$ cat src/rtl/serial_match_sequencer.sv
// ---------------------------------------------------------------------------
// serial_match_sequencer : bit-serial A/B sequencer with equal-bit run detect.
// Optional abort input enabled by defining SEQ_MATCH_ABORT_EN.  Rev 1.0
// ---------------------------------------------------------------------------
`default_nettype none

module serial_match_sequencer #(
  parameter int WIDTH   = 8,
  parameter int RUN_LEN = 4,
  localparam int RW     = $clog2(WIDTH + 1)
) (
  input  logic             clk,
  input  logic             reset,
`ifdef SEQ_MATCH_ABORT_EN
  input  logic             abort,
`endif
  input  logic             start,
  input  logic [WIDTH-1:0] word_a,
  input  logic [WIDTH-1:0] word_b,
  output logic             bit_a,
  output logic             bit_b,
  output logic             bit_valid,
  output logic             busy,
  output logic             done,
  output logic             run_found,
  output logic [RW-1:0]    max_run
);

  typedef enum logic [1:0] {
    S_IDLE  = 2'd0,
    S_SHIFT = 2'd1,
    S_DONE  = 2'd2
  } state_e;

  state_e           state_q, state_d;
  logic [WIDTH-1:0] sa_q, sa_d;
  logic [WIDTH-1:0] sb_q, sb_d;
  logic [RW-1:0]    cnt_q, cnt_d;
  logic [RW-1:0]    cur_run_q, cur_run_d;
  logic [RW-1:0]    max_run_q, max_run_d;
  logic             run_found_q, run_found_d;
  logic [RW-1:0]    cur_run_next;
  logic             abort_req;

`ifdef SEQ_MATCH_ABORT_EN
  assign abort_req = abort;
`else
  assign abort_req = 1'b0;
`endif

  always_comb begin
    state_d      = state_q;
    sa_d         = sa_q;
    sb_d         = sb_q;
    cnt_d        = cnt_q;
    cur_run_d    = cur_run_q;
    max_run_d    = max_run_q;
    run_found_d  = run_found_q;
    cur_run_next = '0;
    case (state_q)
      S_IDLE: begin
        if (start) begin
          sa_d        = word_a;
          sb_d        = word_b;
          cnt_d       = '0;
          cur_run_d   = '0;
          max_run_d   = '0;
          run_found_d = 1'b0;
          state_d     = S_SHIFT;
        end
      end
      S_SHIFT: begin
        cur_run_next = (sa_q[0] == sb_q[0]) ? cur_run_q + 1'b1 : '0;
        cur_run_d    = cur_run_next;
        if (cur_run_next > max_run_q) max_run_d = cur_run_next;
        if (cur_run_next >= RW'(RUN_LEN)) run_found_d = 1'b1;
        sa_d  = sa_q >> 1;
        sb_d  = sb_q >> 1;
        cnt_d = cnt_q + 1'b1;
        if (cnt_q == RW'(WIDTH - 1)) state_d = S_DONE;
        // Abort still lets the bit of this cycle count toward the results.
        if (abort_req) state_d = S_IDLE;
      end
      S_DONE:  state_d = S_IDLE;
      default: state_d = S_IDLE;
    endcase
  end

  always_ff @(posedge clk or negedge reset) begin
    if (!reset) begin
      state_q     <= S_IDLE;
      sa_q        <= '0;
      sb_q        <= '0;
      cnt_q       <= '0;
      cur_run_q   <= '0;
      max_run_q   <= '0;
      run_found_q <= 1'b0;
    end else begin
      state_q     <= state_d;
      sa_q        <= sa_d;
      sb_q        <= sb_d;
      cnt_q       <= cnt_d;
      cur_run_q   <= cur_run_d;
      max_run_q   <= max_run_d;
      run_found_q <= run_found_d;
    end
  end

  assign bit_a     = sa_q[0];
  assign bit_b     = sb_q[0];
  assign bit_valid = (state_q == S_SHIFT);
  assign busy      = (state_q != S_IDLE);
  assign done      = (state_q == S_DONE);
  assign run_found = run_found_q;
  assign max_run   = max_run_q;

endmodule

`default_nettype wire

$ cat config.mk
export PLATFORM = sky130hd
export DESIGN_NAME = serial_match_sequencer
export DESIGN_NICKNAME = d
export VERILOG_FILES = /design/src/rtl/serial_match_sequencer.sv
export SDC_FILE = /design/constraint.sdc
export NUM_CORES = 1
export LEC_CHECK = 0
export CELL_PAD_IN_SITES_DETAIL_PLACEMENT = 0
export CELL_PAD_IN_SITES_GLOBAL_PLACEMENT = 1
export CORE_UTILIZATION = 30
export DETAILED_ROUTE_END_ITERATION = 16
export MAX_ROUTING_LAYER = met4
export PLACE_DENSITY = 0.73
export SYNTH_ARGS = -nofsm -noshare
export SYNTH_HDL_FRONTEND = slang
export SYNTH_SLANG_ARGS = --single-unit
$ cat constraint.sdc
create_clock -name clk -period 2.51 [get_ports clk]
set_input_delay 0.502 -clock clk [delete_from_list [all_inputs] [get_ports clk]]
set_output_delay 0.502 -clock clk [all_outputs]
set_load 0.02 [all_outputs]
==> impl_metrics.py <==
metrics = {
    "clock_tree": {
        "ctsResizeCount": 0,
        "clock_path_buffers": 2,
        "numCtsBuffers": 5,
        "cts_tree": "built",
        "path_clk_slew_ns": 0.07,
        "h-tree-depth": 2,
        "postCtsSetupBuffers": 0,
        "cts_num_sinks": 31,
        "cts_hold_buf": 0,
        "insertion_delay_ns": 0.28,
        "cts_root_buf": "clkbuf_8",
    },
    "pwr": {
        "leakagePower_nw": 0.9454,
        "p_per_area_mw_per_mm2": 1306,
        "power_frac_seq": 0.322,
        "max-vdd-ir-drop_v": 0.0005865,
        "p_comb_frac": 0.516,
        "internal_power_mw": 1.589,
        "switching_share": 0.4016,
        "power.switching_mw": 1.066,
        "clockPowerShare": 0.162,
    },
    "worst_setup_path": {
        "rrSetupSlack_ns": 0.36,
        "crit_path_end": "max_run[3]",
        "cp.arrival_ns": 2.31,
        "reg2regPathDepth": 9,
        "critPathRequiredTime_ns": 2.67,
        "r2r-end": "max_run[3]",
        "cp_max_fo": 5,
        "worstSetupStartpoint": "cur_run_q[0]",
        "r2r-start": "cur_run_q[0]",
        "critPathLaunchType": "flip-flop",
        "worstSetupEndpointType": "flip-flop",
        "worstSetupPathType": "flip-flop to flip-flop",
    },
    "final_layout": {
        "final.fill_count": 486,
        "layout-drive-gt1-share": 0.1027,
        "syn_to_final_growth_pct": 29.69,
        "ff_latch_area_um2": 775.7,
        "multi_input_area_um2": 716.9,
        "diodes": 0,
        "nets": 209,
    },
    "drt": {
        "vias": 1156,
        "first_iter_violations": 46,
        "viasPerCell": 4.587,
        "ant_nets": 0,
        "totalWireLength_um": 3170,
        "first_pass_iters": 4,
        "drcViolationCount": 0,
        "wl_per_cell_um": 12.58,
    },
    "synthesis": {
        "ys_seq_area_frac": 0.4948,
        "synth_edf_count": 0,
        "ys.flop_type": "dfrtp_1",
        "ys_seq_elements": 31,
        "yosysUniqueCellTypes": 32,
        "syn_nets": 175,
        "synthArstFlopShare": 1.000,
        "synth_warnings": 0,
        "synth_area_mm2": 0.001568,
        "synth.avg_cell_area_um2": 10.45,
        "syn_inst": 150,
        "synth.top_cell.area_share": 0.4948,
        "synth_area_leader_cell": "dfrtp_1",
        "synth.top_cells.by_area": "dfrtp_1 (49%), mux2i_1 (11%), nand2_1 (6.7%)",
    },
    "global_routing": {
        "overflow": 0,
        "grt_pass1_wl_um": 5375,
        "antenna_found_initial": 0,
        "grt_pass1_vias": 1195,
        "use_met3": 0.04065,
        "met1_usage": 0.1658,
        "grt_max_degree": 32,
        "gr-usage-met2": 0.2172,
        "top_usage_layer": "met2",
        "track_usage": 0.1346,
    },
    "min_path": {
        "min_path_type": "flip-flop to flip-flop",
    },
    "place": {
        "post-dp-hpwl_um": 2334,
        "portBuffers": 28,
        "place_congestion": 0.8381,
    },
    "die": {
        "die_area_mm2": 0.005519,
        "placementRows": 25,
        "core_mm2": 0.004880,
        "initial_core_util": 0.3213,
        "ios": 29,
        "die_y_um": 74.29,
        "die_w_um": 74.29,
    },
    "sta": {
        "fmax_mhz": 465.4,
        "hold_slack_ns": 0.4785,
        "period_share": 0.8560,
        "tns_ns": 0,
        "period_needed_ns": 2.149,
        "hold_viol_final": 0,
        "rsz0062_at_grt": "no",
        "relSlewSlack": 0.7282,
        "setup_viol": 0,
        "finClkSkew_ns": 0.006114,
        "drv_slew": 0,
        "worst_pin_slew_ns": 0.4077,
    },
    "outcome": {
        "outcome": "finished, final reports clean",
    },
    "flow_run": {
        "cap_viol_max_count": 0,
    },
}
-- per-layer routing --
metal,vias up,share of wire
li1,577,-
met1,550,0.49
met2,29,0.46
met3,0,0.048
met4,0,0
met5,-,0
-- worst min-delay path by stage --
stage / from / to / slack [ns] / cells past startpoint
2_1_floorplan: reset / cnt_q[0] / 0.21 / 0
3_3_place_gp: sb_q[6] / sb_q[6] / 0.46 / 2
3_5_place_dp: sb_q[6] / sb_q[6] / 0.47 / 2
4_1_cts: sb_q[6] / sb_q[6] / 0.48 / 2
5_1_grt: sb_q[2] / sb_q[2] / 0.51 / 2
6_report: sb_q[6] / sb_q[6] / 0.48 / 2
-- cell type report --
| cell class | instances | share of cell area |
|---|---|---|
| repair buffers | 33 | 0.1563 |
| clock buffers | 8 | 0.04923 |
| well taps | 67 | 0.04123 |
| multi-input cells | 106 | 0.3526 |
| flip-flops and latches | 31 | 0.3815 |
| inverters | 7 | 0.01908 |
-- power by group through the flow --
stage	sequential, mW	clock, mW	combinational [mW]
2_1_floorplan	0.881	0	0.982
3_3_place_gp	0.851	0	1.33
3_5_place_dp	0.865	0	1.38
4_1_cts	0.855	0.443	1.39
5_1_grt	0.883	0.473	1.51
6_report	0.855	0.430	1.37
-- flip-flops by register name, indices dropped and copies added (netlist names) --
register	count
sa_q	8
run_found	1
state_q	2
max_run	4
sb_q	8
cur_run_q	4
cnt_q	4
-- cell usage after synthesis (2+ instances only) --
cell,number
dfrtp_1,31
nand2_1,28
o21ai_0,21
mux2i_1,17
ha_1,6
inv_1,6
a22o_1,4
nor2_1,4
xor2_1,3
a21oi_1,2
buf_2,2
buf_6,2
clkbuf_1,2
nand3_1,2
nor2b_1,2
nor3_1,2
-- worst max-delay path, stage by stage, from the launching register on --
cell and delay [ns]:
dfrtp_1 0.42, ha_1 0.25, xor2_1 0.16, nand2_1 0.12
inv_1 0.05, ha_1 0.29, nand4_1 0.15, nand2_4 0.07
a21oi_4 0.21, mux2_4 0.32
-- logic make-up (layout without fill, tap and decap cells) --
kind of cell | after synthesis | after routing | share of synthesized area
flops | 31 | 31 | 0.4948
fa+ha+maj | 6 | 6 | 0.04788
buf+inv | 13 | 48 | 0.05028
simple gates | 45 | 45 | 0.1317
compound gates | 32 | 32 | 0.1245
xor+xnor | 5 | 5 | 0.03273
mux | 18 | 18 | 0.1181
-- layout by cell type, fill, tap and decap left out, drive strengths merged --
master         count
dfrtp             31
nand2             29
clkdlybuf4s50     28
o21ai             21
mux2i             17
clkbuf             8
inv                6
ha                 6
buf                5
nor2               4
a22o               4
xor2               3
a21oi              3
nand3              2
nor2b              2
nor3               2
xnor2              2
and2               2
nand2b             1
clkinv             1
or2b               1
o21bai             1
o211ai             1
nand4              1
mux2               1
or3b               1
a31oi              1
o21a               1
-- per-stage QoR --
stage | worst slack (ns) | utilization | instance area (um2) | power, mW | instances
after floorplan | 0.5041 | - | 1568 | 1.863 | 150
after global placement | 0.4647 | 0.3962 | 1933 | 2.177 | 244
after detailed placement | 0.3571 | 0.3962 | 1933 | 2.247 | 244
after CTS | 0.3463 | 0.4167 | 2033 | 2.686 | 252
after global routing | 0.2346 | 0.4167 | 2033 | 2.865 | 252
final | 0.3613 | 0.4167 | 2033 | 2.655 | 252
Note: power is estimated with default switching activity, not from simulation.
